==> config.mk <==
export PLATFORM = sky130hd
export DESIGN_NAME = qspi_cmd_sequencer
export DESIGN_NICKNAME = d
export VERILOG_FILES = /design/src/rtl/qspi_cmd_sequencer.sv
export SDC_FILE = /design/constraint.sdc
export NUM_CORES = 1
export LEC_CHECK = 0
export ABC_AREA = 0
export CORE_MARGIN = 5
export CORE_UTILIZATION = 51
export CTS_BUF_LIST = sky130_fd_sc_hd__clkbuf_16
export DETAILED_ROUTE_END_ITERATION = 12
export PLACE_DENSITY = 0.86
export SYNTH_ARGS = -nofsm -noshare
export SYNTH_HDL_FRONTEND = slang
export SYNTH_SLANG_ARGS = --single-unit
==> constraint.sdc <==
create_clock -name clk_in -period 3.8 [get_ports clk_in]
set_input_delay 0.76 -clock clk_in [delete_from_list [all_inputs] [get_ports clk_in]]
set_output_delay 0.76 -clock clk_in [all_outputs]
set_load 0.05 [all_outputs]
==> src/rtl/qspi_cmd_sequencer.sv <==
// qspi_cmd_sequencer
//   Host-side command front end for qspi_mem_controller. The host writes a
//   header word (counts, payload length, quad select), then the payload
//   words. These are packed into the controller command vector and the
//   controller is triggered. After completion, any readout is streamed back
//   to the host as HOST_W words over a valid/ready handshake.
//
//   Optional feature (macro QSPI_ACK_TIMEOUT_EN): abort the trigger with a
//   sticky error when mc_busy is not seen within ACK_TIMEOUT cycles.
//
// Ports
//   clk_in, reset_n           clock, async active-low reset
//   wr, data_from_PC          host word strobe and word (header/payload)
//   busy, error               not ready for a header / sticky error
//   rd_valid, rd_ready,
//   rd_data, rd_last          readout stream to host, MS word first
//   mc_trigger, mc_quad,
//   mc_data_in_count,
//   mc_data_out_count,
//   mc_data_in                command to controller
//   mc_readout, mc_busy,
//   mc_error                  status/data from controller
module qspi_cmd_sequencer #(
  parameter int HOST_W      = 32,
  parameter int CNT_W       = 12,
  parameter int LEN_W       = 7,
  parameter int MAXCMD      = 8,
  parameter int RD_W        = 64,
  parameter int ACK_TIMEOUT = 1023
) (
  input  logic                        clk_in,
  input  logic                        reset_n,
  input  logic                        wr,
  input  logic [HOST_W-1:0]           data_from_PC,
  output logic                        busy,
  output logic                        error,
  output logic                        rd_valid,
  input  logic                        rd_ready,
  output logic [HOST_W-1:0]           rd_data,
  output logic                        rd_last,
  output logic                        mc_trigger,
  output logic                        mc_quad,
  output logic [CNT_W-1:0]            mc_data_in_count,
  output logic [CNT_W-1:0]            mc_data_out_count,
  output logic [(3+MAXCMD)*8-1:0]     mc_data_in,
  input  logic [RD_W-1:0]             mc_readout,
  input  logic                        mc_busy,
  input  logic                        mc_error
);

  localparam int CMD_W = (3+MAXCMD)*8;
  localparam int NW    = RD_W / HOST_W;   // readout words per command
  localparam int WC_W  = $clog2(NW + 1);

  // Parameter sanity: header fields must fit below the quad bit, readout
  // must split into whole host words, timeout must be non-zero.
  if (2*CNT_W + LEN_W >= HOST_W) begin : g_bad_hdr
    $error("qspi_cmd_sequencer: header fields do not fit in HOST_W");
  end
  if (RD_W % HOST_W != 0) begin : g_bad_rd
    $error("qspi_cmd_sequencer: HOST_W must divide RD_W");
  end
  if (ACK_TIMEOUT < 1) begin : g_bad_to
    $error("qspi_cmd_sequencer: ACK_TIMEOUT must be >= 1");
  end

  typedef enum logic [2:0] {
    S_IDLE, S_LOAD, S_ACK, S_RUN, S_DRAIN
  } state_t;

  state_t            state, state_nxt;
  logic [LEN_W-1:0]  len;
  logic [RD_W-1:0]   rd_sr;    // readout words still to present, MS aligned
  logic [WC_W-1:0]   wleft;    // words remaining after the current rd_data

  logic hdr_take, rd_fire, ack_to;

  assign hdr_take = !busy && wr;
  assign rd_fire  = rd_valid && rd_ready;

`ifdef QSPI_ACK_TIMEOUT_EN
  localparam int TO_W = $clog2(ACK_TIMEOUT + 1);
  logic [TO_W-1:0] to_cnt;
  assign ack_to = (to_cnt == TO_W'(ACK_TIMEOUT - 1));
`else
  assign ack_to = 1'b0;
`endif

  always_ff @(posedge clk_in or negedge reset_n) begin
    if (!reset_n) state <= S_IDLE;
    else          state <= state_nxt;
  end

  always_comb begin
    state_nxt = state;
    case (state)
      S_IDLE:  if (hdr_take)               state_nxt = S_LOAD;
      S_LOAD:  if (len == '0)              state_nxt = S_ACK;
      S_ACK:   if (mc_busy)                state_nxt = S_RUN;
               else if (ack_to)            state_nxt = S_IDLE;
      S_RUN:   if (!mc_busy)               state_nxt = (mc_data_out_count == '0) ? S_IDLE : S_DRAIN;
      S_DRAIN: if (rd_fire && rd_last)     state_nxt = S_IDLE;
      default:                             state_nxt = S_IDLE;
    endcase
  end

  always_ff @(posedge clk_in or negedge reset_n) begin
    if (!reset_n) begin
      busy              <= 1'b1;
      error             <= 1'b0;
      rd_valid          <= 1'b0;
      rd_last           <= 1'b0;
      rd_data           <= '0;
      rd_sr             <= '0;
      wleft             <= '0;
      mc_trigger        <= 1'b0;
      mc_quad           <= 1'b0;
      mc_data_in_count  <= '0;
      mc_data_out_count <= '0;
      mc_data_in        <= '0;
      len               <= '0;
    end else begin
      case (state)
        S_IDLE: begin
          mc_trigger <= 1'b0;
          // Busy drops one IDLE cycle after the controller is quiet; the
          // header is only taken once busy has been seen low by the host.
          if (busy && !mc_busy) begin
            busy <= 1'b0;
          end else if (hdr_take) begin
            mc_data_in_count  <= data_from_PC[CNT_W-1:0];
            mc_data_out_count <= data_from_PC[2*CNT_W-1:CNT_W];
            len               <= data_from_PC[2*CNT_W +: LEN_W];
            mc_quad           <= data_from_PC[HOST_W-1];
            busy              <= 1'b1;
          end
        end
        S_LOAD: begin
          if (len == '0) begin
            mc_trigger <= 1'b1;
          end else if (wr) begin
            // Oldest bits fall off the top when the payload overflows.
            mc_data_in <= CMD_W'({mc_data_in, data_from_PC});
            len        <= len - LEN_W'(1);
          end
        end
        S_ACK: begin
          if (mc_busy) begin
            mc_trigger <= 1'b0;
          end else if (ack_to) begin
            mc_trigger <= 1'b0;
            error      <= 1'b1;
          end
        end
        S_RUN: begin
          if (!mc_busy) begin
            error <= error | mc_error;
            if (mc_data_out_count != '0) begin
              rd_data  <= mc_readout[RD_W-1 -: HOST_W];
              rd_sr    <= mc_readout << HOST_W;
              wleft    <= WC_W'(NW - 1);
              rd_valid <= 1'b1;
              rd_last  <= (NW == 1);
            end
          end
        end
        S_DRAIN: begin
          if (rd_fire) begin
            if (rd_last) begin
              rd_valid <= 1'b0;
              rd_last  <= 1'b0;
            end else begin
              rd_data <= rd_sr[RD_W-1 -: HOST_W];
              rd_sr   <= rd_sr << HOST_W;
              wleft   <= wleft - WC_W'(1);
              rd_last <= (wleft == WC_W'(1));
            end
          end
        end
        default: ;
      endcase
    end
  end

`ifdef QSPI_ACK_TIMEOUT_EN
  // Counts cycles spent in ACK; restarted on every pass through LOAD.
  always_ff @(posedge clk_in or negedge reset_n) begin
    if (!reset_n)              to_cnt <= '0;
    else if (state == S_LOAD)  to_cnt <= '0;
    else if (state == S_ACK)   to_cnt <= to_cnt + TO_W'(1);
  end
`endif

endmodule

Yosys cells after proc, flatten, opt, wreduce, memory -nomap -nowiden
Index checks and enable logic that the tools add are counted.

word-level totals
  bits in read-only memories = 0
  memories kept = 0
  bits of input ports = 102
  latch bits = 0
  output and inout bits = 150
  RAM bits = 0
  register bits = 226

operators by class
  reduce and logical (&&, ||, !) cells = 24
  magnitude comparators = 0
  bitwise operators = 4
  $mul = 0
  mux-type cells = 42
  shifts and indexed selects = 0
  $add $sub $neg = 2
  equal/unequal tests = 17
  div/mod/pow operators = 0

operators by type and width
  cell                                                  number
  2-to-1 mux 64 bit                                     4
  2-to-1 mux 32 bit                                     4
  one-hot mux 64 bit (2 select lines)                   1
  one-hot mux 32 bit (2 select lines)                   1
  2-to-1 mux 7 bit                                      4
  inequality test 2 bit (second input constant)         12
  AND reduction 5 bit                                   4
  2-to-1 mux 3 bit                                      6
  one-hot mux 3 bit (5 select lines)                    1
  one-hot mux 7 bit (2 select lines)                    1
  logical NOT 12 bit                                    1
  2-to-1 mux 1 bit                                      12
  nonzero test 12 bit                                   1
  AND reduction 3 bit                                   3
  2-to-1 mux 2 bit                                      4
  logical NOT 7 bit                                     1
  subtractor 7 x 1 -> 7 bit (second input constant)     1
  equality test 3 x 2 -> 1 bit (second input constant)  2
  nonzero test 2 bit                                    3
  logical AND 1 bit                                     4
  one-hot mux 1 bit (2 select lines)                    2
  one-hot mux 2 bit (2 select lines)                    1
  AND reduction 2 bit                                   2
  AND reduction 4 bit                                   1
  other kinds (10)                                      13

Logic depth before layout (Yosys ltp)
Gate-level depths: netlist of the first run.

  depth in word-level cells = 5
  gate-level depth with buffers = 8
  gate-level depth less buffers = 6

Least setup slack after synthesis of the first run
No wires, ideal clock.

  path type = flip-flop to flip-flop
  start point = reg mc_data_out_count[1]
  end point = reg rd_data[10]
  stages on the path, launching flop included = 7
  slack = 1.539 ns
  buffers on the path = 2
  period minus slack after synthesis = 2.261 ns
  library setup time = 0.125 ns
  data required time = 3.675 ns
  arrival time = 2.136 ns
  path through = dfrtp_1 or4_1 o31ai_4 a21boi_2 buf_6 buf_6 mux2_4

on the way
  word-level cells in the longest chain between the ends = 3

RTL lines
  what                                    line  text
  start, declared                         44    output logic [CNT_W-1:0] mc_data_out_count,
  start signal, assigned                  132   mc_data_out_count <= data_from_PC[2*CNT_W-1:CNT_W];
  nonzero test 12 bit                     158   if (mc_data_out_count != '0) begin
  inequality test 2 bit (no source line)  --
  AND reduction 5 bit (no source line)    --
  end signal, assigned                    159   rd_data <= mc_readout[RD_W-1 -: HOST_W];
  end signal, assigned                    173   rd_data <= rd_sr[RD_W-1 -: HOST_W];
  end, declared                           39    output logic [HOST_W-1:0] rd_data,

No other way between the ends.
A chain may end at the register's enable or synchronous reset.

Final worst setup path of the first run
  start point = reg busy
  end point = out busy

RTL lines
  what                    line  text
  start, declared         35    output logic busy,
  start signal, assigned  109   busy <= 1'b1;
  start signal, assigned  129   busy <= 1'b0;
  start signal, assigned  135   busy <= 1'b1;

No word-level cell between the ends.

==> results.py, run 1 <==
metrics = {
    "global_routing": {
        "grt_pass1_vias": 6046,
        "antenna_found_initial": 0,
        "gr-usage-all-layers_pct": 22.8,
        "grt_pass1_wl_um": 33000,
        "grt_max_degree": 97,
        "grt-ovfl-total": 0,
    },
    "synth": {
        "yosysTopAreaCell": "dfrtp_1",
        "synth_cell_types": 48,
        "synthCells": 591,
        "synthTopCellsByArea": "dfrtp_1 59%, mux2_2 24%, mux2i_1 4.0%",
        "synth-main-ff-cell": "dfrtp_1",
        "yosysWarningCount": 0,
        "synth_edf_count": 0,
        "async_flop_share_pct": 100,
        "syn-num-nets": 695,
        "ys_ff_latch": 194,
        "synth_top_area_share_pct": 58.6,
        "avgSynthCellArea_um2": 13.9,
        "netlist_area_um2": 8240,
        "yosysSeqAreaShare_pct": 58.9,
    },
    "clock_network": {
        "clock_latency_ns": 0.43,
        "cts_resized": 0,
        "ctsHoldBuffers": 0,
        "cts_setup_buffers": 0,
        "clockBufferDepth": 2,
        "clkTransAtPathRegs_ns": 0.07,
        "cts_tree": "built",
        "h-tree-depth": 4,
        "cts.sinks": 194,
        "cts-root-buf": "clkbuf_16",
        "cts_buffers": 17,
    },
    "worst_setup_path": {
        "slowest_delay_ns": 0.82,
        "cp_cell_sequence": "clkdlybuf4s50_1",
        "rr_worst_depth": 6,
        "arrival_ns": 1.80,
        "rrSetupSlack_ns": 1.28,
        "critPathKind": "reg -> out",
        "required_ns": 3.04,
        "crit_slowest_cell": "clkdlybuf4s50_1",
        "cp_max_fo": 3,
        "timing.rr.end": "rd_data[19]",
        "critPathBufInv": 1,
        "worstSetupEndpointType": "output port",
        "path_depth": 1,
        "timing.rr.start": "state[2]",
        "cp_top_family": "buffers and inverters",
        "start_kind": "register",
    },
    "timing": {
        "slew_violations": 0,
        "relSlewSlack_pct": 21.1,
        "hold_viol_final": 0,
        "grt_setup_unrepaired": "false",
        "min_period_over_period_pct": 67.3,
        "skew_ns": 0.00928,
        "fin_crit_ns": 2.56,
        "fin_ws_ns": 1.24,
        "tightestPinTransition_ns": 1.18,
        "tns_ns": 0,
        "fmax_mhz": 391,
        "final-setup-viol-count": 0,
    },
    "floorplan": {
        "rows": 46,
        "io_pins": 252,
        "die_x_um": 137,
        "coreArea_um2": 15900,
        "initial_utilization_pct": 51.9,
        "die-area_um2": 18800,
        "die_y_um": 137,
    },
    "run": {
        "drv_cap": 0,
    },
    "final_layout": {
        "final_cell_area_um2": 11600,
        "final_net_count": 940,
        "n_antenna_cell": 0,
        "drive_above_1_share_pct": 27.0,
        "layout_common_cells": "250 x clkdlybuf4s50_1, 193 x dfrtp_1, 172 x mux2_2, 42 x nand2_1, 39 x inv_1",
        "final_util_pct": 72.7,
        "area_growth_pct": 40.3,
        "final_common_cell": "clkdlybuf4s50_1",
    },
    "pwr": {
        "ir_drop_uv": 766,
        "p_leak_nw": 4.88,
        "powerDensity_nw_per_um2": 1050,
    },
    "detailed_routing": {
        "drc": 0,
        "dr_total_vias": 5540,
        "wl_per_cell_um": 19.8,
        "postRouteAntennaNets": 0,
        "viasPerCell": 5.20,
        "drtPass1Iterations": 4,
        "drt-initial-drc-count": 253,
        "totalWireLength_um": 21000,
    },
    "place": {
        "hpwl_um": 15200,
        "dp_slack_ns": 0.997,
        "place_area_um2": 11000,
        "routabilityCongestion": 0.808,
        "port_buffers": 251,
    },
    "worst_hold_path": {
        "hold_class": "in -> async",
    },
    "run_status": {
        "status": "complete, no violations",
    },
}
## cells in the mapped netlist (all sizes together) (2+ instances only)
cell type and instances:
clkbuf 9, or3 2, nor2 9, o22ai 2, a21oi 7, mux2i 33
ha 2, a31oi 2, nand2b 2, nor3b 3, or4 3, nand3 2
buf 23, inv 39, o31ai 2, o22a 4, and2 2, nand2 42
a22oi 3, mux2 179, o211ai 5, dfrtp 193, o21ai 4
## metrics by stage
step	total power (W)	instances	hold slack (ns)
after floorplan	0.00794	591	0.464
after global placement	0.0101	1033	0.455
after detailed placement	0.0103	1033	0.473
after CTS	0.0122	1065	0.418
after global routing	0.0126	1065	0.438
final	0.0121	1065	0.397
## final cells by class
type | instances | area [µm²]
flip-flops and latches | 194 | 4860
fillers | 1053 | 4330
multi-input cells | 326 | 3080
repair buffers | 258 | 2610
clock buffers | 17 | 425
well taps | 216 | 270
clock inverters | 15 | 174
inverters | 39 | 146
## per-layer routing
metal	vias up	share of wire (%)	GRT usage (%)
met5	-	0	0
met4	0	1.1	5.99
met3	23	11	10.7
met2	202	49	37.7
met1	2761	39	26.9
li1	2554	-	-
## worst max-delay path by stage
| stage | startpoint | to | slack [ns] |
|---|---|---|---|
| finish | busy | busy | 1.24 |
| global route | state[2] | rd_data[8] | 1.16 |
| CTS | busy | busy | 1.20 |
| detailed placement | rd_ready | rd_data[19] | 1.0 |
| global placement | rd_ready | rd_data[20] | 1.04 |
| floorplan | mc_data_out_count[1] | rd_data[10] | 1.54 |
## sequential cells by signal, summed over array words and instances (netlist names)
register,count
error,1
mc_trigger,1
mc_quad,1
wleft,2
rd_sr,32
busy,1
mc_data_out_count,12
len,7
mc_data_in_count,12
rd_valid,1
rd_last,1
mc_data_in,88
state,3
rd_data,32
## power by group
part	switching, W	total (W)	internal [W]	leakage, nW
combinational	0.00408	0.00651	0.00243	2.24
sequential	0.000687	0.00375	0.00307	2.35
clock	0.000828	0.00182	0.000992	0.291
total	0.00559	0.0121	0.00649	4.88
## cells by family after synthesis
| group | Yosys count | synth area share (%) |
|---|---|---|
| mux | 212 | 28.8 |
| flops | 194 | 58.9 |
| xor+xnor | 1 | 0.106 |
| simple gates | 72 | 4.22 |
| compound gates | 39 | 3.65 |
| buf+inv | 71 | 3.98 |
| fa+ha+maj | 2 | 0.304 |
No activity file was read; power rests on OpenSTA's default activity.
==> run 2: changes to the inputs <==
CORE_UTILIZATION = 43   (was 51)
PLACE_DENSITY = 0.77   (was 0.86)
clock period = 2.2 ns   (was 3.8 ns; I/O delays follow)
==> run 2 against run 1 <==
Effect of this change:
- utilization fell by 9.1 points
- via count rose by 0.85%
- global-route usage fell by 3.5 points
- sequential share of layout area fell by 1.3 points
- critical path depth did not move
- cell count rose by 5.0%
- wire length fell by 1.5%
- first-iteration DRC count fell by 36%
- sequential cell count did not move
- clock-buffer cell count did not move
- sequential power rose by 71%
- die area rose by 17%
- critical path type unchanged
- largest cell class unchanged
==> results.py, run 2 (synthesis results as in run 1) <==
metrics = {
    "final_layout": {
        "area_growth_pct": 45.1,
        "layout_common_cells": "245 x clkdlybuf4s50_1, 186 x dfrtp_1, 172 x mux2_2, 42 x nand2_1, 40 x inv_1",
        "reg_top3": "mc_data_in (88), rd_data (32), rd_sr (32)",
        "drive_above_1_share_pct": 30.9,
        "final_cell_area_um2": 12000,
        "fill_cells": 1456,
        "final_util_pct": 63.7,
        "finalNonFillerCells": 1118,
        "n_antenna_cell": 0,
        "final_net_count": 975,
        "top_register": "mc_data_in",
        "largest_reg_flops": 88,
        "final_common_cell": "clkdlybuf4s50_1",
    },
    "floorplan": {
        "initial_utilization_pct": 43.9,
        "rows": 50,
        "die_x_um": 148,
        "io_pins": 252,
        "die_y_um": 148,
        "die-area_um2": 22000,
        "coreArea_um2": 18800,
    },
    "pwr": {
        "p_leak_nw": 5.12,
        "ir_drop_uv": 1360,
        "powerDensity_nw_per_um2": 1750,
        "totalPowerFinal_w": 0.0210,
    },
    "clock_network": {
        "cts_tree": "built",
        "ctsHoldBuffers": 0,
        "clock_latency_ns": 0.43,
        "h-tree-depth": 4,
        "clockBufferDepth": 2,
        "cts_buffers": 17,
        "clkTransAtPathRegs_ns": 0.08,
        "cts-root-buf": "clkbuf_16",
        "cts.sinks": 194,
    },
    "detailed_routing": {
        "wl_per_cell_um": 18.6,
        "drc": 0,
        "drtPass1Iterations": 4,
        "drt-initial-drc-count": 163,
        "postRouteAntennaNets": 0,
        "dr_total_vias": 5587,
        "viasPerCell": 5.00,
        "totalWireLength_um": 20700,
    },
    "worst_setup_path": {
        "cp_top_family": "buffers and inverters",
        "worstSetupEndpointType": "output port",
        "cp_cell_sequence": "clkdlybuf4s50_1",
        "cp_max_fo": 3,
        "crit_slowest_cell": "clkdlybuf4s50_1",
        "required_ns": 1.76,
        "start_kind": "register",
        "critPathKind": "reg -> out",
        "arrival_ns": 1.69,
        "critPathBufInv": 1,
        "slowest_delay_ns": 0.85,
    },
    "place": {
        "hpwl_um": 15200,
        "place_area_um2": 11300,
        "dp_cells": 1086,
        "port_buffers": 251,
        "routabilityCongestion": 0.776,
    },
    "timing": {
        "fmax_mhz": 470,
        "grt_setup_unrepaired": "false",
        "min_period_over_period_pct": 96.8,
        "tns_ns": 0,
        "fin_crit_ns": 2.13,
        "slew_violations": 0,
        "relSlewSlack_pct": 61.1,
        "skew_ns": 0.0160,
        "final-setup-viol-count": 0,
        "tightestPinTransition_ns": 0.581,
        "hold_viol_final": 0,
    },
    "run": {
        "drv_cap": 0,
    },
    "global_routing": {
        "antenna_found_initial": 0,
        "met1_usage_pct": 24.8,
        "grt_pass1_wl_um": 33600,
        "gr-usage-all-layers_pct": 19.4,
        "grt-ovfl-total": 0,
        "busiest_layer": "met2",
        "met2_usage_pct": 29.8,
        "gr-usage-met3_pct": 9.45,
        "grt_max_degree": 65,
        "grt_pass1_vias": 6173,
    },
    "worst_hold_path": {
        "hold_class": "in -> async",
    },
    "run_status": {
        "status": "complete, no violations",
    },
}
run 2: path summary, 6_finish.rpt:
path	slack, ns	end	depth (start not counted)	start
worst min register to register	0.48	error	1	error
worst max-delay path	0.07	mc_data_in[20]	1	mc_data_in[20]
max in group asynchronous	1.53	rd_sr[41]	2	reset_n
min in group clk_in	0.48	error	1	error
worst max register to register	0.15	mc_data_in[77]	5	len[5]
worst min-delay path	0.008	rd_sr[45]	1	reset_n
run 2: per-layer routing:
| metal | part of all wire [%] | up-vias |
|---|---|---|
| met5 | 0 | - |
| met4 | 1.1 | 0 |
| met3 | 10 | 16 |
| met2 | 46 | 202 |
| met1 | 43 | 2757 |
| li1 | - | 2612 |
run 2: area by class of cell:
type                            count  area [µm²]  share of cell area [%]
Timing Repair Buffer              293        2970                    24.9
Clock buffer                       17         425                    3.56
Multi-Input combinational cell    326        3080                    25.8
Clock inverter                     15         170                    1.42
Inverter                           39         146                    1.22
Sequential cell                   194        4860                    40.7
Tap cell                          234         293                    2.45
run 2: power by group:
group	switching [W]	internal (W)
combinational	0.00703	0.00441
clock	0.00150	0.00162
sequential	0.00110	0.00531
run 2: timing repair:
| action | CTS | global route |
|---|---|---|
| endpoints found under the setup margin | 0 | 4 |
| setup buffers | 0 | 0 |
| gates resized for setup | 0 | 4 |
run 2: per-stage QoR:
stage	hold WS, ns	setup WS [ns]
after detailed placement	0.457	-0.164
after global routing	0.0184	0.00827
after CTS	0.0211	0.0214
after floorplan	0.144	0.000438
final	0.00843	0.0713
after global placement	0.451	-0.103
==> run 3: changes to the inputs <==
SKIP_CTS_REPAIR_TIMING = 1   (was default)
==> results of run 3 <==
No change in the layout: final DEF, timing and power equal those of run 2.
